File: config.mk
export PLATFORM = sky130hd
export DESIGN_NAME = prm_edge_scan_ctrl_flat
export DESIGN_NICKNAME = d
export VERILOG_FILES = /design/src/rtl/prm_edge_scan_ctrl_if.sv /design/src/rtl/prm_edge_scan_ctrl.sv /design/src/flat_wrapper.sv
export SDC_FILE = /design/constraint.sdc
export NUM_CORES = 1
export LEC_CHECK = 0
export ABC_CLOCK_PERIOD_IN_PS = 5200
export BUFFER_PORTS_ARGS = -buffer_cell sky130_fd_sc_hd__clkbuf_2
export CAP_MARGIN = 20
export CORE_MARGIN = 3
export CORE_UTILIZATION = 56
export CTS_CLUSTER_SIZE = 24
export DETAILED_ROUTE_END_ITERATION = 10
export GPL_TIMING_DRIVEN = 0
export PLACE_DENSITY = 0.77
export RECOVER_POWER = 100
export SLEW_MARGIN = 20
export SYNTH_ARGS = -nofsm -noshare
export SYNTH_HDL_FRONTEND = slang
export SYNTH_SLANG_ARGS = --single-unit
export TNS_END_PERCENT = 20
File: constraint.sdc
create_clock -name clk -period 5.2 [get_ports clk]
set_input_delay 1.56 -clock clk [delete_from_list [all_inputs] [get_ports clk]]
set_output_delay 1.56 -clock clk [all_outputs]
set_load 0.01 [all_outputs]
File: src/rtl/prm_edge_scan_ctrl_if.sv
// Bundle of obstacle-in, bank-query and mask-out signals for the PRM edge scan sequencer.
// Latency: none, wiring only.
// Backpressure: obs side via obs_ready, mask side via mask_ready; the bank query side has no backpressure.
interface prm_edge_scan_ctrl_if #(
    parameter int CODE_W     = 15,
    parameter int GROUP_W    = 32,
    parameter int NUM_GROUPS = 16
);
    localparam int GW = (NUM_GROUPS > 1) ? $clog2(NUM_GROUPS) : 1;

    // Obstacle code stream, one frame at a time
    logic [CODE_W-1:0]  obs_code;
    logic               obs_valid;
    logic               obs_last;
    logic               obs_ready;

    // Shared obstacle-check bank; chk_mask answers the query of the previous cycle
    logic               chk_valid;
    logic [CODE_W-1:0]  chk_code;
    logic [GW-1:0]      chk_grp;
    logic [GROUP_W-1:0] chk_mask;

    // Blocked-mask words to the roadmap planner
    logic               mask_valid;
    logic [GROUP_W-1:0] mask_data;
    logic [GW-1:0]      mask_grp;
    logic               mask_last;
    logic               mask_ready;

    // Status
    logic               busy;
    logic               overflow;

    modport slave (
        input  obs_code, obs_valid, obs_last, chk_mask, mask_ready,
        output obs_ready, chk_valid, chk_code, chk_grp,
               mask_valid, mask_data, mask_grp, mask_last, busy, overflow
    );

    modport master (
        output obs_code, obs_valid, obs_last, chk_mask, mask_ready,
        input  obs_ready, chk_valid, chk_code, chk_grp,
               mask_valid, mask_data, mask_grp, mask_last, busy, overflow
    );
endinterface

File: src/rtl/prm_edge_scan_ctrl.sv
// Buffers a frame of obstacle codes and scans the shared check bank group by group, OR-ing blocked bits.
// Latency: first word n+2 cycles after the obs_last handshake (n queries, 1 drain, then emit); n+2 per group.
// Backpressure: obs_ready low while scanning/emitting; mask word held stable and no queries while mask_ready is low.
module prm_edge_scan_ctrl #(
    parameter int CODE_W     = 15,
    parameter int GROUP_W    = 32,
    parameter int NUM_GROUPS = 16,
    parameter int MAX_OBS    = 8
) (
    input  logic                 clk,
    input  logic                 rst_n,
    prm_edge_scan_ctrl_if.slave  bus
);
    localparam int GW = (NUM_GROUPS > 1) ? $clog2(NUM_GROUPS) : 1;
    localparam int OW = $clog2(MAX_OBS + 1);
    localparam int IW = (MAX_OBS > 1) ? $clog2(MAX_OBS) : 1;

    localparam logic [OW-1:0] N_FULL  = OW'(MAX_OBS);
    localparam logic [GW-1:0] G_FINAL = GW'(NUM_GROUPS - 1);

    typedef enum logic [1:0] {
        ST_IDLE,
        ST_LOAD,
        ST_SCAN,
        ST_EMIT
    } state_t;

    state_t             state_q;
    logic [OW-1:0]      n_q;          // codes held for this frame
    logic [OW-1:0]      k_q;          // next buffer slot to query in this group
    logic [GW-1:0]      g_q;          // group being scanned / emitted
    logic [GROUP_W-1:0] acc_q;        // OR of bank answers for group g_q
    logic               rsp_pend_q;   // a query went out last cycle, so chk_mask is live now

    logic               obs_ready_q;
    logic               chk_valid_q;
    logic [CODE_W-1:0]  chk_code_q;
    logic [GW-1:0]      chk_grp_q;
    logic               mask_valid_q;
    logic [GROUP_W-1:0] mask_data_q;
    logic [GW-1:0]      mask_grp_q;
    logic               mask_last_q;
    logic               busy_q;
    logic               overflow_q;

    logic [CODE_W-1:0]  obs_buf [MAX_OBS];

    logic               obs_hs;
    logic               buf_we;
    logic [IW-1:0]      buf_wa;

    assign obs_hs = bus.obs_valid & obs_ready_q;

    // Slot 0 on the opening code of a frame; once the buffer is full extra codes are dropped.
    always_comb begin
        buf_we = 1'b0;
        buf_wa = '0;
        if (obs_hs) begin
            if (state_q == ST_IDLE) begin
                buf_we = 1'b1;
                buf_wa = '0;
            end else if (n_q != N_FULL) begin
                buf_we = 1'b1;
                buf_wa = n_q[IW-1:0];
            end
        end
    end

    // Frame code storage; contents only matter below n_q, so no reset is needed.
    always_ff @(posedge clk) begin
        if (buf_we) begin
            obs_buf[buf_wa] <= bus.obs_code;
        end
    end

    // Sequencer: load frame, then per group issue n queries, drain one answer, emit one word.
    always_ff @(posedge clk or negedge rst_n) begin
        if (!rst_n) begin
            state_q      <= ST_IDLE;
            n_q          <= '0;
            k_q          <= '0;
            g_q          <= '0;
            acc_q        <= '0;
            rsp_pend_q   <= 1'b0;
            obs_ready_q  <= 1'b0;
            chk_valid_q  <= 1'b0;
            chk_code_q   <= '0;
            chk_grp_q    <= '0;
            mask_valid_q <= 1'b0;
            mask_data_q  <= '0;
            mask_grp_q   <= '0;
            mask_last_q  <= 1'b0;
            busy_q       <= 1'b0;
            overflow_q   <= 1'b0;
        end else begin
            // The bank answer is only meaningful the cycle after a query left.
            rsp_pend_q <= chk_valid_q;

            case (state_q)
                ST_IDLE: begin
                    obs_ready_q <= 1'b1;
                    if (obs_hs) begin
                        overflow_q <= 1'b0;
                        n_q        <= OW'(1);
                        if (bus.obs_last) begin
                            // One-code frame: slot 0 is being written now, so query the live code.
                            state_q     <= ST_SCAN;
                            obs_ready_q <= 1'b0;
                            busy_q      <= 1'b1;
                            g_q         <= '0;
                            acc_q       <= '0;
                            k_q         <= OW'(1);
                            chk_valid_q <= 1'b1;
                            chk_code_q  <= bus.obs_code;
                            chk_grp_q   <= '0;
                        end else begin
                            state_q <= ST_LOAD;
                        end
                    end
                end

                ST_LOAD: begin
                    if (obs_hs) begin
                        if (n_q == N_FULL) begin
                            overflow_q <= 1'b1;
                        end else begin
                            n_q <= n_q + OW'(1);
                        end
                        if (bus.obs_last) begin
                            state_q     <= ST_SCAN;
                            obs_ready_q <= 1'b0;
                            busy_q      <= 1'b1;
                            g_q         <= '0;
                            acc_q       <= '0;
                            k_q         <= OW'(1);
                            chk_valid_q <= 1'b1;
                            chk_code_q  <= obs_buf[0];
                            chk_grp_q   <= '0;
                        end
                    end
                end

                ST_SCAN: begin
                    if (rsp_pend_q) begin
                        acc_q <= acc_q | bus.chk_mask;
                    end
                    if (k_q < n_q) begin
                        chk_valid_q <= 1'b1;
                        chk_code_q  <= obs_buf[k_q[IW-1:0]];
                        k_q         <= k_q + OW'(1);
                    end else begin
                        chk_valid_q <= 1'b0;
                        // Drain cycle: the last answer is folded straight into the emitted word.
                        if (rsp_pend_q && !chk_valid_q) begin
                            state_q      <= ST_EMIT;
                            mask_valid_q <= 1'b1;
                            mask_data_q  <= acc_q | bus.chk_mask;
                            mask_grp_q   <= g_q;
                            mask_last_q  <= (g_q == G_FINAL);
                        end
                    end
                end

                ST_EMIT: begin
                    if (bus.mask_ready) begin
                        mask_valid_q <= 1'b0;
                        if (mask_last_q) begin
                            state_q     <= ST_IDLE;
                            obs_ready_q <= 1'b1;
                            busy_q      <= 1'b0;
                        end else begin
                            state_q     <= ST_SCAN;
                            g_q         <= g_q + GW'(1);
                            acc_q       <= '0;
                            k_q         <= OW'(1);
                            chk_valid_q <= 1'b1;
                            chk_code_q  <= obs_buf[0];
                            chk_grp_q   <= g_q + GW'(1);
                        end
                    end
                end

                default: begin
                    state_q <= ST_IDLE;
                end
            endcase
        end
    end

    assign bus.obs_ready  = obs_ready_q;
    assign bus.chk_valid  = chk_valid_q;
    assign bus.chk_code   = chk_code_q;
    assign bus.chk_grp    = chk_grp_q;
    assign bus.mask_valid = mask_valid_q;
    assign bus.mask_data  = mask_data_q;
    assign bus.mask_grp   = mask_grp_q;
    assign bus.mask_last  = mask_last_q;
    assign bus.busy       = busy_q;
    assign bus.overflow   = overflow_q;

endmodule
File: src/flat_wrapper.sv
// flat-port wrapper written by rule: the top's interface ports become plain ports
module prm_edge_scan_ctrl_flat 
#(
    parameter int CODE_W     = 15,
    parameter int GROUP_W    = 32,
    parameter int NUM_GROUPS = 16,
    parameter int MAX_OBS    = 8
)
  (clk, rst_n, bus_obs_code, bus_obs_valid, bus_obs_last, bus_chk_mask, bus_mask_ready, bus_obs_ready, bus_chk_valid, bus_chk_code, bus_chk_grp, bus_mask_valid, bus_mask_data, bus_mask_grp, bus_mask_last, bus_busy, bus_overflow);
  prm_edge_scan_ctrl_if #(.CODE_W(CODE_W), .GROUP_W(GROUP_W), .NUM_GROUPS(NUM_GROUPS)) bus_i ();
  input  logic clk;
  input  logic rst_n;
  input wire logic [$bits(bus_i.obs_code)-1:0] bus_obs_code;
  input wire logic [$bits(bus_i.obs_valid)-1:0] bus_obs_valid;
  input wire logic [$bits(bus_i.obs_last)-1:0] bus_obs_last;
  input wire logic [$bits(bus_i.chk_mask)-1:0] bus_chk_mask;
  input wire logic [$bits(bus_i.mask_ready)-1:0] bus_mask_ready;
  output wire logic [$bits(bus_i.obs_ready)-1:0] bus_obs_ready;
  output wire logic [$bits(bus_i.chk_valid)-1:0] bus_chk_valid;
  output wire logic [$bits(bus_i.chk_code)-1:0] bus_chk_code;
  output wire logic [$bits(bus_i.chk_grp)-1:0] bus_chk_grp;
  output wire logic [$bits(bus_i.mask_valid)-1:0] bus_mask_valid;
  output wire logic [$bits(bus_i.mask_data)-1:0] bus_mask_data;
  output wire logic [$bits(bus_i.mask_grp)-1:0] bus_mask_grp;
  output wire logic [$bits(bus_i.mask_last)-1:0] bus_mask_last;
  output wire logic [$bits(bus_i.busy)-1:0] bus_busy;
  output wire logic [$bits(bus_i.overflow)-1:0] bus_overflow;
  assign bus_i.obs_code = bus_obs_code;
  assign bus_i.obs_valid = bus_obs_valid;
  assign bus_i.obs_last = bus_obs_last;
  assign bus_i.chk_mask = bus_chk_mask;
  assign bus_i.mask_ready = bus_mask_ready;
  assign bus_obs_ready = bus_i.obs_ready;
  assign bus_chk_valid = bus_i.chk_valid;
  assign bus_chk_code = bus_i.chk_code;
  assign bus_chk_grp = bus_i.chk_grp;
  assign bus_mask_valid = bus_i.mask_valid;
  assign bus_mask_data = bus_i.mask_data;
  assign bus_mask_grp = bus_i.mask_grp;
  assign bus_mask_last = bus_i.mask_last;
  assign bus_busy = bus_i.busy;
  assign bus_overflow = bus_i.overflow;
  prm_edge_scan_ctrl #(.CODE_W(CODE_W), .GROUP_W(GROUP_W), .NUM_GROUPS(NUM_GROUPS), .MAX_OBS(MAX_OBS)) u_core (.clk(clk), .rst_n(rst_n), .bus(bus_i));
endmodule
==> results.sh <==
export IMPL_rsz0062_at_grt="no"
export IMPL_post_cts_setup_buffers=0
export IMPL_cpPeakStageDelay_ps=1220
export IMPL_slowest_stage="o21ai_0"
export IMPL_maxSlewViolCount=37
export IMPL_io_buffers=112
export IMPL_hold_start="u_core.bus.chk_valid$_DFFE_PN0P_"
export IMPL_fin_setup_tns_ps=0
export IMPL_cts_num_sinks=224
export IMPL_final_cells=1049
export IMPL_syn_area_per_cell_um2=13.60
export IMPL_reg2reg_depth=7
export IMPL_vias=6082
export IMPL_cap_violations=2
export IMPL_grt_max_degree=78
export IMPL_ioPinCount=113
export IMPL_netlist_area_um2=9101
export IMPL_die_h_um=133.5
export IMPL_layout_nets=880
export IMPL_hold_buffers=0
export IMPL_sw_frac_of_total_pct=35.36
export IMPL_ant_nets=0
export IMPL_cts_buffer_depth=3
export IMPL_h_tree_depth=1
export IMPL_synth_distinct_cells=50
export IMPL_drc=0
export IMPL_fmax_mhz=271.8
export IMPL_final_layout_size_suffix_gt1_share_pct=14.20
export IMPL_crit_fanout=10
export IMPL_die_area_um2=17820
export IMPL_comb_power_share_pct=34.5
export IMPL_drtIter0Drc=624
export IMPL_cp_depth=7
export IMPL_fin_crit_ps=3679
export IMPL_vdd_ir_drop_max_v=0.0002964
export IMPL_r2r_start="u_core.n_q[1]$_DFFE_PN0P_"
export IMPL_synthArstFlopShare_pct=46.43
export IMPL_seqPwrFrac_pct=41.8
export IMPL_synthCells=669
export IMPL_crit_start="u_core.n_q[1]$_DFFE_PN0P_"
export IMPL_initial_core_util_pct=58.57
export IMPL_fin_crit_sh_pct=70.76
export IMPL_die_w_um=133.5
export IMPL_antenna_found_initial=0
export IMPL_relSlewSlack_pct=-12.89
export IMPL_p_int_mw=4.034
export IMPL_place_hpwl_um=14410
export IMPL_synth_warnings=0
export IMPL_place_congestion=0.8242
export IMPL_failed_checks="capacitance limit, slew limit"
export IMPL_dp_cells=1007
export IMPL_final_hold_viol_count=0
export IMPL_grt_pass1_vias=6134
export IMPL_root_buffer="clkbuf_16"
export IMPL_cp_data_arrival_time_ps=4060
export IMPL_grt_pass1_wl_um=32460
export IMPL_p_leak_nw=3.967
export IMPL_holdWs_ps=477.6
export IMPL_diodes=0
export IMPL_setup_violations_final=0
export IMPL_status="complete, but fails checks"
export IMPL_skew_ps=17.20
export IMPL_hold_path_class="register to register"
export IMPL_crit_path_start_kind="register"
export IMPL_switchingPower_mw=2.207
export IMPL_cts_tree="yes"
export IMPL_p_per_area_nw_per_um2=595.0
export IMPL_syn_nets=728
export IMPL_grt_overflow_total=0
export IMPL_clk_transition_reported_paths_ps=60
export IMPL_ys_seq_elements=224
export IMPL_crit_path_cell_trace="inv_1 > ha_1 > a2111o_1 > a21oi_1 > o21ai_0 > clkbuf_1 > mux2_1"
export IMPL_wirelength_um=20640
export IMPL_power_total_mw=6.241
export IMPL_wl_per_cell_um=19.68
export IMPL_rows=45
export IMPL_clkPwrFrac_pct=23.7
export IMPL_critPathTopFamily="compound AO/OA/AOI/OAI gates"
export IMPL_cts_resized=0
export IMPL_synth_main_ff_cell="edfxtp_1"
export IMPL_seq_area_frac_synth_pct=68.19
export IMPL_end_kind="register"
export IMPL_synth_edf_count=120
export IMPL_numCtsBuffers=23
export IMPL_clk_latency_ps=510
export IMPL_vias_per_cell=5.798
export IMPL_cp_required_ps=5580
export IMPL_tightest_slew_ps=1693
export IMPL_core_um2=15540
export IMPL_track_usage_pct=23.14
export IMPL_crit_type="register to register"
export IMPL_hold_depth=0
export IMPL_worst_path_buf_inv=2
export IMPL_firstDrtPassIters=5
export IMPL_area_growth_pct=15.25
-- logic make-up after synthesis --
family          after synthesis  share of synthesized area [%]
compound gates              117                          8.125
xor+xnor                      1                        0.09625
fa+ha+maj                     7                         0.9623
buf+inv                      44                          2.268
flops                       224                          68.19
mux                          65                          10.21
simple gates                211                          10.15
-- registers in the layout, summed over array words and instances, names as in the netlist, 2 cells and up --
| register | flops |
|---|---|
| u_core.acc_q | 32 |
| u_core.bus.mask_data | 32 |
| u_core.obs_buf | 120 |
| u_core.state_q | 2 |
| u_core.n_q | 4 |
| u_core.g_q | 4 |
| u_core.bus.mask_grp | 4 |
| u_core.bus.chk_code | 15 |
| u_core.k_q | 4 |
-- synthesized netlist by cell type, drive strengths merged, types with 2 or more instances --
cell    count  area, µm²
nand4       3      18.77
inv         9      33.78
nand2b      5      31.28
nand3      29      145.1
a222oi     11      110.1
ha          7      87.58
o21ai      12      71.32
mux4       15      337.8
nor2      105      401.6
edfxtp    120       3603
a21o        3      22.52
and2        2      12.52
nor3        5      30.03
a221oi      4      35.03
nor4        3      18.77
a21oi      71      366.6
buf         9      75.06
nand2      47      176.4
clkbuf     26      97.59
mux2       49      581.8
a22o        5      43.79
o22ai       2      12.51
a31oi       3      18.77
nor3b       2      20.02
and3        5      31.28
dfrtp     104       2603
-- power groups by stage --
stage / registers [mW] / clock network (mW) / logic, mW
5_1_grt: 2.66 / 1.59 / 2.37
2_1_floorplan: 2.66 / 0 / 1.55
3_3_place_gp: 2.61 / 0 / 2.24
4_1_cts: 2.61 / 1.51 / 2.40
3_5_place_dp: 2.64 / 0 / 2.39
6_report: 2.61 / 1.48 / 2.15
-- stage by stage --
stage	setup slack [ps]	utilization [%]	instance area (µm²)
finish	1521	67.50	10490
global route	1407	67.50	10490
CTS	2286	69.50	10800
detailed placement	1739	65.10	10120
global placement	24.31	63.87	9926
floorplan	1561	-	9101
-- routing by layer --
| metal | up-vias | GRT usage, % | share of wire (%) |
|---|---|---|---|
| met1 | 3015 | 30.72 | 40 |
| met3 | 47 | 3.965 | 7.0 |
| li1 | 2768 | - | - |
| met5 | - | 0 | 0 |
| met2 | 252 | 39.95 | 51 |
| met4 | 0 | 6.400 | 2.2 |
-- final timing paths --
kind / end / slack [ps]
hold reg to reg: u_core.rsp_pend_q$_DFF_PN0_ / 480
min in group asynchronous: u_core.bus.mask_data[12]$_DFFE_PN0P_ / 1500
setup / recovery: u_core.bus.chk_code[10]$_DFFE_PN0P_ / 1520
setup reg to reg: u_core.bus.chk_code[10]$_DFFE_PN0P_ / 1520
max in group asynchronous: u_core.acc_q[0]$_DFFE_PN0P_ / 2630
hold / removal: u_core.rsp_pend_q$_DFF_PN0_ / 480
-- cell usage in the layout (no fill, tap or decap), types with 4 or more instances in the layout --
master     synthesis  final
mux4_2            15     15
o21ai_0           10     12
a222oi_1          11     11
nor3_1             4      4
edfxtp_1         120    120
mux2_2            30     30
dfrtp_1          104    104
clkbuf_1          26    131
a221oi_1           4      4
nand3_1           29     29
clkbuf_2           0     34
clkinv_2           0      7
ha_1               7      7
inv_1              9      9
mux2_1            11     19
a22o_1             5      5
and3_1             5      5
clkbuf_16          0     23
nor2_1           104    105
nand2b_1           5      5
a21oi_1           70     71
nand2_1           47     47
-- worst reg2reg max path, stage by stage (launching register included) --
cell	delay, ps
dfrtp_1	490
inv_1	170
ha_1	300
a2111o_1	210
a21oi_1	150
o21ai_0	1220
clkbuf_1	610
mux2_1	400
-- layout make-up --
cell class	count	area (µm²)
Timing Repair Buffer	127	543.0
Clock buffer	32	633.1
Multi-Input combinational cell	401	2624
Buffer	35	133.9
Tap cell	211	264.0
Inverter	9	33.78
Sequential cell	224	6206
Clock inverter	10	51.30
Fill cell	1155	5051
Power figures use the tool's default switching activity.
